`src/rtl/tfhe_pu_led_status.sv`:
```
// -----------------------------------------------------------------------------
// tfhe_pu_led_status
//
// Status-LED controller for the TFHE PU top level. leds[0] is a heartbeat;
// leds[NUM_LEDS-1:1] are pulse-stretched activity indicators, one per
// channel. A sticky error flag replaces the normal display with a fast blink
// (4x the heartbeat rate, phase-aligned with it). The mode input selects
// normal display, all-off, lamp-test or a forced error blink. All counters
// keep running in every mode, so a mode change never restarts anything.
//
// Optional build macro:
//   LED_PWM_EN - adds the 8-bit duty input and a free-running PWM counter
//                that dims the normal and error displays. Without it the
//                display runs at full brightness.
//
// Ports:
//   clk        in   1           system clock
//   rstn       in   1           asynchronous active-low reset
//   act_pulse  in   NUM_LEDS-1  per-channel activity strobe (clk domain)
//   mode       in   2           00 normal, 01 all-off, 10 lamp-test,
//                               11 forced error blink
//   err_set    in   1           set sticky error flag (wins over clear)
//   err_clr    in   1           clear sticky error flag
//   duty       in   8           PWM brightness (LED_PWM_EN builds only)
//   err_flag   out  1           sticky error flag, registered
//   leds       out  NUM_LEDS    LED drive, registered
// -----------------------------------------------------------------------------
module tfhe_pu_led_status #(
   parameter int NUM_LEDS       = 8,
   parameter int CLK_HZ         = 100000000,
   parameter int HEARTBEAT_HZ   = 1,
   parameter int STRETCH_CYCLES = 5000000
) (
   input  logic                clk,
   input  logic                rstn,
   input  logic [NUM_LEDS-2:0] act_pulse,
   input  logic [1:0]          mode,
   input  logic                err_set,
   input  logic                err_clr,
`ifdef LED_PWM_EN
   input  logic [7:0]          duty,
`endif
   output logic                err_flag,
   output logic [NUM_LEDS-1:0] leds
);

   localparam int NCH     = NUM_LEDS - 1;
   localparam int HB_HALF = CLK_HZ / (2 * HEARTBEAT_HZ);
   localparam int FB_Q    = HB_HALF / 4;
   localparam int HB_W    = $clog2(HB_HALF);
   localparam int FB_W    = (FB_Q > 1) ? $clog2(FB_Q) : 1;
   localparam int CNT_W   = (STRETCH_CYCLES > 1) ? $clog2(STRETCH_CYCLES + 1) : 1;

   localparam logic [1:0] MODE_NORMAL = 2'b00;
   localparam logic [1:0] MODE_OFF    = 2'b01;
   localparam logic [1:0] MODE_LAMP   = 2'b10;

   // Parameter sanity checks, reported at elaboration time.
   generate
      if (NUM_LEDS < 2 || NUM_LEDS > 32) begin : g_bad_num_leds
         $error("tfhe_pu_led_status: NUM_LEDS must be in 2..32");
      end
      if (STRETCH_CYCLES < 1) begin : g_bad_stretch
         $error("tfhe_pu_led_status: STRETCH_CYCLES must be >= 1");
      end
      if (HB_HALF < 4 || (HB_HALF % 4) != 0) begin : g_bad_hb_half
         $error("tfhe_pu_led_status: CLK_HZ/(2*HEARTBEAT_HZ) must be >= 4 and a multiple of 4");
      end
   endgenerate

   // -------------------------------------------------------------------------
   // Heartbeat and fast blink.
   // The fast-blink counter divides by HB_HALF/4 instead of taking a modulo of
   // the heartbeat counter. Because HB_HALF is a multiple of HB_HALF/4 and
   // both counters reset together, they stay phase-aligned forever.
   // -------------------------------------------------------------------------
   logic [HB_W-1:0] r_hb_cnt;
   logic [FB_W-1:0] r_fb_cnt;
   logic            r_hb;
   logic            r_fb;
   logic            w_hb_wrap;
   logic            w_fb_wrap;
   logic [HB_W-1:0] w_hb_cnt_next;
   logic [FB_W-1:0] w_fb_cnt_next;
   logic            w_hb_next;
   logic            w_fb_next;

   assign w_hb_wrap     = (r_hb_cnt == HB_W'(HB_HALF - 1));
   assign w_fb_wrap     = (r_fb_cnt == FB_W'(FB_Q - 1));
   assign w_hb_cnt_next = w_hb_wrap ? '0 : r_hb_cnt + 1'b1;
   assign w_fb_cnt_next = w_fb_wrap ? '0 : r_fb_cnt + 1'b1;
   assign w_hb_next     = r_hb ^ w_hb_wrap;
   assign w_fb_next     = r_fb ^ w_fb_wrap;

   // -------------------------------------------------------------------------
   // Activity pulse stretchers. A strobe reloads the full count (so a
   // retrigger only ever extends the lit time); otherwise count down and hold
   // at zero. The LED is lit from the loading edge while the next count is
   // nonzero, giving exactly STRETCH_CYCLES lit cycles for an isolated pulse.
   // -------------------------------------------------------------------------
   logic [NCH-1:0] w_act;

   genvar gi;
   generate
      for (gi = 0; gi < NCH; gi++) begin : g_chan
         logic [CNT_W-1:0] r_cnt;
         logic [CNT_W-1:0] w_cnt_next;

         always_comb begin
            w_cnt_next = r_cnt;
            if (act_pulse[gi]) begin
               w_cnt_next = CNT_W'(STRETCH_CYCLES);
            end else if (r_cnt != '0) begin
               w_cnt_next = r_cnt - 1'b1;
            end
         end

         always_ff @(posedge clk or negedge rstn) begin
            if (!rstn) begin
               r_cnt <= '0;
            end else begin
               r_cnt <= w_cnt_next;
            end
         end

         assign w_act[gi] = (w_cnt_next != '0);
      end
   endgenerate

   // -------------------------------------------------------------------------
   // Sticky error flag: set has priority over clear.
   // -------------------------------------------------------------------------
   logic r_err;
   logic w_err_next;

   assign w_err_next = err_set ? 1'b1 : (err_clr ? 1'b0 : r_err);

   // -------------------------------------------------------------------------
   // Brightness gate. Only the normal and error displays are dimmed; lamp-test
   // and all-off are absolute.
   // -------------------------------------------------------------------------
   logic w_gate;

`ifdef LED_PWM_EN
   logic [7:0] r_pwm_cnt;

   always_ff @(posedge clk or negedge rstn) begin
      if (!rstn) begin
         r_pwm_cnt <= '0;
      end else begin
         r_pwm_cnt <= r_pwm_cnt + 8'd1;
      end
   end

   assign w_gate = (duty == 8'hFF) | (r_pwm_cnt < duty);
`else
   assign w_gate = 1'b1;
`endif

   // -------------------------------------------------------------------------
   // Display select, computed from next-state values so the registered LEDs
   // line up with the state registers on the same edge.
   // -------------------------------------------------------------------------
   logic [NUM_LEDS-1:0] w_leds_next;

   always_comb begin
      w_leds_next = '0;
      if (mode == MODE_OFF) begin
         w_leds_next = '0;
      end else if (mode == MODE_LAMP) begin
         w_leds_next = '1;
      end else if (mode != MODE_NORMAL || w_err_next) begin
         w_leds_next = {NUM_LEDS{w_fb_next & w_gate}};
      end else begin
         w_leds_next = {w_act, w_hb_next} & {NUM_LEDS{w_gate}};
      end
   end

   always_ff @(posedge clk or negedge rstn) begin
      if (!rstn) begin
         r_hb_cnt <= '0;
         r_fb_cnt <= '0;
         r_hb     <= 1'b0;
         r_fb     <= 1'b0;
         r_err    <= 1'b0;
         leds     <= '0;
      end else begin
         r_hb_cnt <= w_hb_cnt_next;
         r_fb_cnt <= w_fb_cnt_next;
         r_hb     <= w_hb_next;
         r_fb     <= w_fb_next;
         r_err    <= w_err_next;
         leds     <= w_leds_next;
      end
   end

   assign err_flag = r_err;

endmodule
```
`config.mk`:
```
export PLATFORM = sky130hd
export DESIGN_NAME = tfhe_pu_led_status
export DESIGN_NICKNAME = d
export VERILOG_FILES = /design/src/rtl/tfhe_pu_led_status.sv
export SDC_FILE = /design/constraint.sdc
export NUM_CORES = 1
export LEC_CHECK = 0
export BUFFER_PORTS_ARGS = -buffer_cell sky130_fd_sc_hd__buf_2
export CAP_MARGIN = 20
export CORE_UTILIZATION = 57
export DETAILED_ROUTE_END_ITERATION = 10
export PLACE_DENSITY = 0.86
export SLEW_MARGIN = 40
export SYNTH_ARGS = -nofsm -noshare
export SYNTH_HDL_FRONTEND = slang
export SYNTH_SLANG_ARGS = --single-unit
```
`constraint.sdc`:
```
create_clock -name clk -period 3.1 [get_ports clk]
set_input_delay 0.31 -clock clk [delete_from_list [all_inputs] [get_ports clk]]
set_output_delay 0.31 -clock clk [all_outputs]
set_load 0.05 [all_outputs]
```
==> impl_metrics.env <==
export IMPL_grt_pass1_vias=9466
export IMPL_syn_to_final_growth_pct=13.26
export IMPL_r2r_cells=10
export IMPL_crit_buf_inv=1
export IMPL_gp_congestion=0.9091
export IMPL_drt_pass1_iter_count=6
export IMPL_holdPathStages=2
export IMPL_ys_types=77
export IMPL_track_usage=0.2468
export IMPL_tightestPinTransition_ns=0.8076
export IMPL_post_place_cells=1577
export IMPL_yosysTopAreaCell="dfrtp_1"
export IMPL_cts_sinks=222
export IMPL_switching_share=0.2700
export IMPL_syn_avg_cell_area_sq_um=9.251
export IMPL_p_per_area_nw_per_um2=519.0
export IMPL_yosys_top_cells_area="dfrtp_1 46%, nor2_1 6.0%, xnor2_1 5.6%"
export IMPL_crit_cells=10
export IMPL_fillerInstances=1460
export IMPL_cp_slowest_cell="or4b_4"
export IMPL_grt_overflow_total=0
export IMPL_viasPerCell=6.157
export IMPL_drt_total_wl_mm=27.13
export IMPL_syn_nets=1325
export IMPL_die_h_um=147.0
export IMPL_multi_input_area_sq_um=6330
export IMPL_nets=1368
export IMPL_syn_inst=1296
export IMPL_crit_fanout=10
export IMPL_worst_ep_arrival_time_ns=3.43
export IMPL_io_pins=22
export IMPL_diodes=0
export IMPL_row_count=52
export IMPL_grt_pass1_wl_mm=44.71
export IMPL_clock_skew_ns=0.009746
export IMPL_numPortBuffers=21
export IMPL_synth_ff_type="dfrtp_1"
export IMPL_ant_nets=0
export IMPL_final_cell_area_sq_um=13580
export IMPL_leakagePower_uw=0.005372
export IMPL_cts_max_level=1
export IMPL_drive_above_1_share=0.1194
export IMPL_async_reset_ff_frac=1.000
export IMPL_fin_crit_ns=3.065
export IMPL_p_int_uw=5144
export IMPL_yosysTopAreaCellShare=0.4634
export IMPL_cts_buffer_depth=3
export IMPL_cp_start_kind="flop"
export IMPL_yosysSeqAreaShare=0.4634
export IMPL_post_drt_wl_per_cell_um=16.68
export IMPL_regArea_sq_um=5555
export IMPL_worst_ir_drop_vdd_mv=0.3292
export IMPL_total_power_uw=7047
export IMPL_comb_power_share=0.125
export IMPL_synth_edf_count=0
export IMPL_ys_warn_count=0
export IMPL_crit_chain="inv_2 -> ha_1 -> or4b_4 -> nor3_4 -> nand4_4 -> a221oi_2 -> a31o_2 -> nand4_1 -> nor4b_2 -> a21oi_1"
export IMPL_slew_headroom=0.4574
export IMPL_criticalPathCategory="reg2reg"
export IMPL_hp_class="in2reg"
export IMPL_status="completed"
export IMPL_stdcell_count=1627
export IMPL_post_dp_hpwl_mm=17.67
export IMPL_tns_ns=0
export IMPL_die_width_um=147.0
export IMPL_root_buffer="clkbuf_16"
export IMPL_ys_ff_latch=222
export IMPL_pwr_share_seq=0.455
export IMPL_finalHoldViolations=0
export IMPL_antenna_found_initial=0
export IMPL_critPathTopFamily="simple AND/OR/NAND/NOR gates"
export IMPL_via_count=10020
export IMPL_cp_end_kind="flop"
export IMPL_path_clk_slew_ns=0.06
export IMPL_cap_violations=0
export IMPL_dieArea_sq_um=21620
export IMPL_clkPwrFrac=0.421
export IMPL_initial_utilization=0.5868
export IMPL_slowest_delay_ns=0.49
export IMPL_cts_buffers=24
export IMPL_grt_start_max_net_pins=102
export IMPL_required_ns=3.46
export IMPL_clock_latency_ns=0.52
export IMPL_syn_area_sq_um=11990
export IMPL_p_sw_uw=1903
export IMPL_route_detailed_drc=0
export IMPL_max_freq_ghz=0.3263
export IMPL_period_share=0.9887
export IMPL_core_sq_um=20430
export IMPL_initialDrtViolationCount=1101
export IMPL_finalSetupViolCount=0
export IMPL_slew_viol_final=0
export IMPL_cts_tree="done"
export IMPL_dpl_cell_area_sq_um=12520
[flip-flops by register name, summed over array words and instances (netlist names)]
signal        flops
err_flag          1
g_chan.r_cnt    161
leds              8
r_fb              1
r_fb_cnt         24
r_hb              1
r_hb_cnt         26
[Yosys cell counts (3+ instances only)]
master,number
a2111oi_0,3
a211oi_1,9
a21oi_1,56
a31oi_1,13
and2_1,7
and3_1,19
and4_1,5
buf_2,6
clkbuf_1,31
dfrtp_1,222
ha_1,16
inv_1,25
mux2i_1,8
nand2_1,96
nand2b_1,25
nand3_1,57
nand3b_1,6
nand4_1,28
nand4b_1,3
nor2_1,192
nor2b_1,15
nor3_1,66
nor3_2,6
nor3b_1,9
nor4_1,46
nor4_2,4
nor4b_1,12
nor4bb_1,3
o211ai_1,8
o21ai_0,38
o21ai_1,3
o21bai_1,4
o31ai_1,13
o41ai_1,5
or2_2,6
or3_1,25
or3b_2,7
or4_1,15
xnor2_1,76
xor2_1,64
[placed cells by master (no fill, tap or decap), types with 28 or more instances in the layout]
cell type	count
o21ai_0	38
a21oi_1	56
dfrtp_1	222
nor4_1	39
nor3_1	64
nand2_1	96
xor2_1	64
buf_4	32
nor2_1	190
xnor2_1	76
nand3_1	56
nand4_1	28
[final cells by class]
| class | count | area share |
|---|---|---|
| repair buffers | 57 | 0.03188 |
| flip-flops and latches | 222 | 0.4091 |
| inverters | 25 | 0.006911 |
| clock inverters | 15 | 0.01170 |
| well taps | 270 | 0.02488 |
| clock buffers | 29 | 0.04939 |
| multi-input cells | 1009 | 0.4661 |
[final timing paths]
kind,start,end,slack [ns]
min in group asynchronous,rstn,g_chan[4].r_cnt[6]$_DFF_PN0_,0.21
worst max-delay path,g_chan[5].r_cnt[1]$_DFF_PN0_,leds[6]$_DFF_PN0_,0.03
max in group asynchronous,rstn,g_chan[0].r_cnt[18]$_DFF_PN0_,1.95
worst max register to register,g_chan[5].r_cnt[1]$_DFF_PN0_,leds[6]$_DFF_PN0_,0.03
worst min-delay path,mode[0],leds[0]$_DFF_PN0_,0.10
worst min register to register,r_fb_cnt[0]$_DFF_PN0_,r_fb_cnt[0]$_DFF_PN0_,0.49
[power by group through the flow]
stage                     sequential [uW]  clock, uW  combinational, uW
after floorplan                      3200          0                586
after global placement               3230          0                793
after detailed placement             3240          0                815
after CTS                            3190       3010                827
after global routing                 3230       3130                977
final                                3200       2960                878
[per-layer routing]
layer	vias to the layer above	wire length [um]	GRT usage
met1	4817	11630	0.3387
met2	376	13030	0.4040
met5	-	0	0
li1	4731	-	-
met4	0	970	0.08454
met3	93	1504	0.03416
[what timing repair did]
| action | 4_1_cts | 5_1_grt |
|---|---|---|
| setup buffers | 0 | 4 |
| gates resized for setup | 2 | 32 |
| hold buffers | 1 | 0 |
| setup endpoints to repair | 1 | 5 |
| pin swaps | 0 | 7 |
| hold endpoints to repair | 96 | 0 |
[per-stage QoR]
stage / worst slack, ns / hold WS (ns) / utilization
CTS: 0.02303 / 0.05230 / 0.6545
floorplan: 0.1578 / 0.01441 / -
detailed placement: 0.04775 / 0.3930 / 0.6127
finish: 0.03494 / 0.1031 / 0.6647
global route: -0.06154 / 0.1020 / 0.6647
global placement: 0.1784 / 0.3987 / 0.6123
[logic make-up (layout without fill, tap and decap cells)]
family,after synthesis,count (layout),synth area share
compound gates,174,174,0.09195
xor+xnor,140,140,0.1023
fa+ha+maj,16,16,0.01670
buf+inv,65,126,0.02254
flops,222,222,0.4634
mux,9,9,0.007619
simple gates,670,670,0.2956
(Power assumes the default switching activity.)
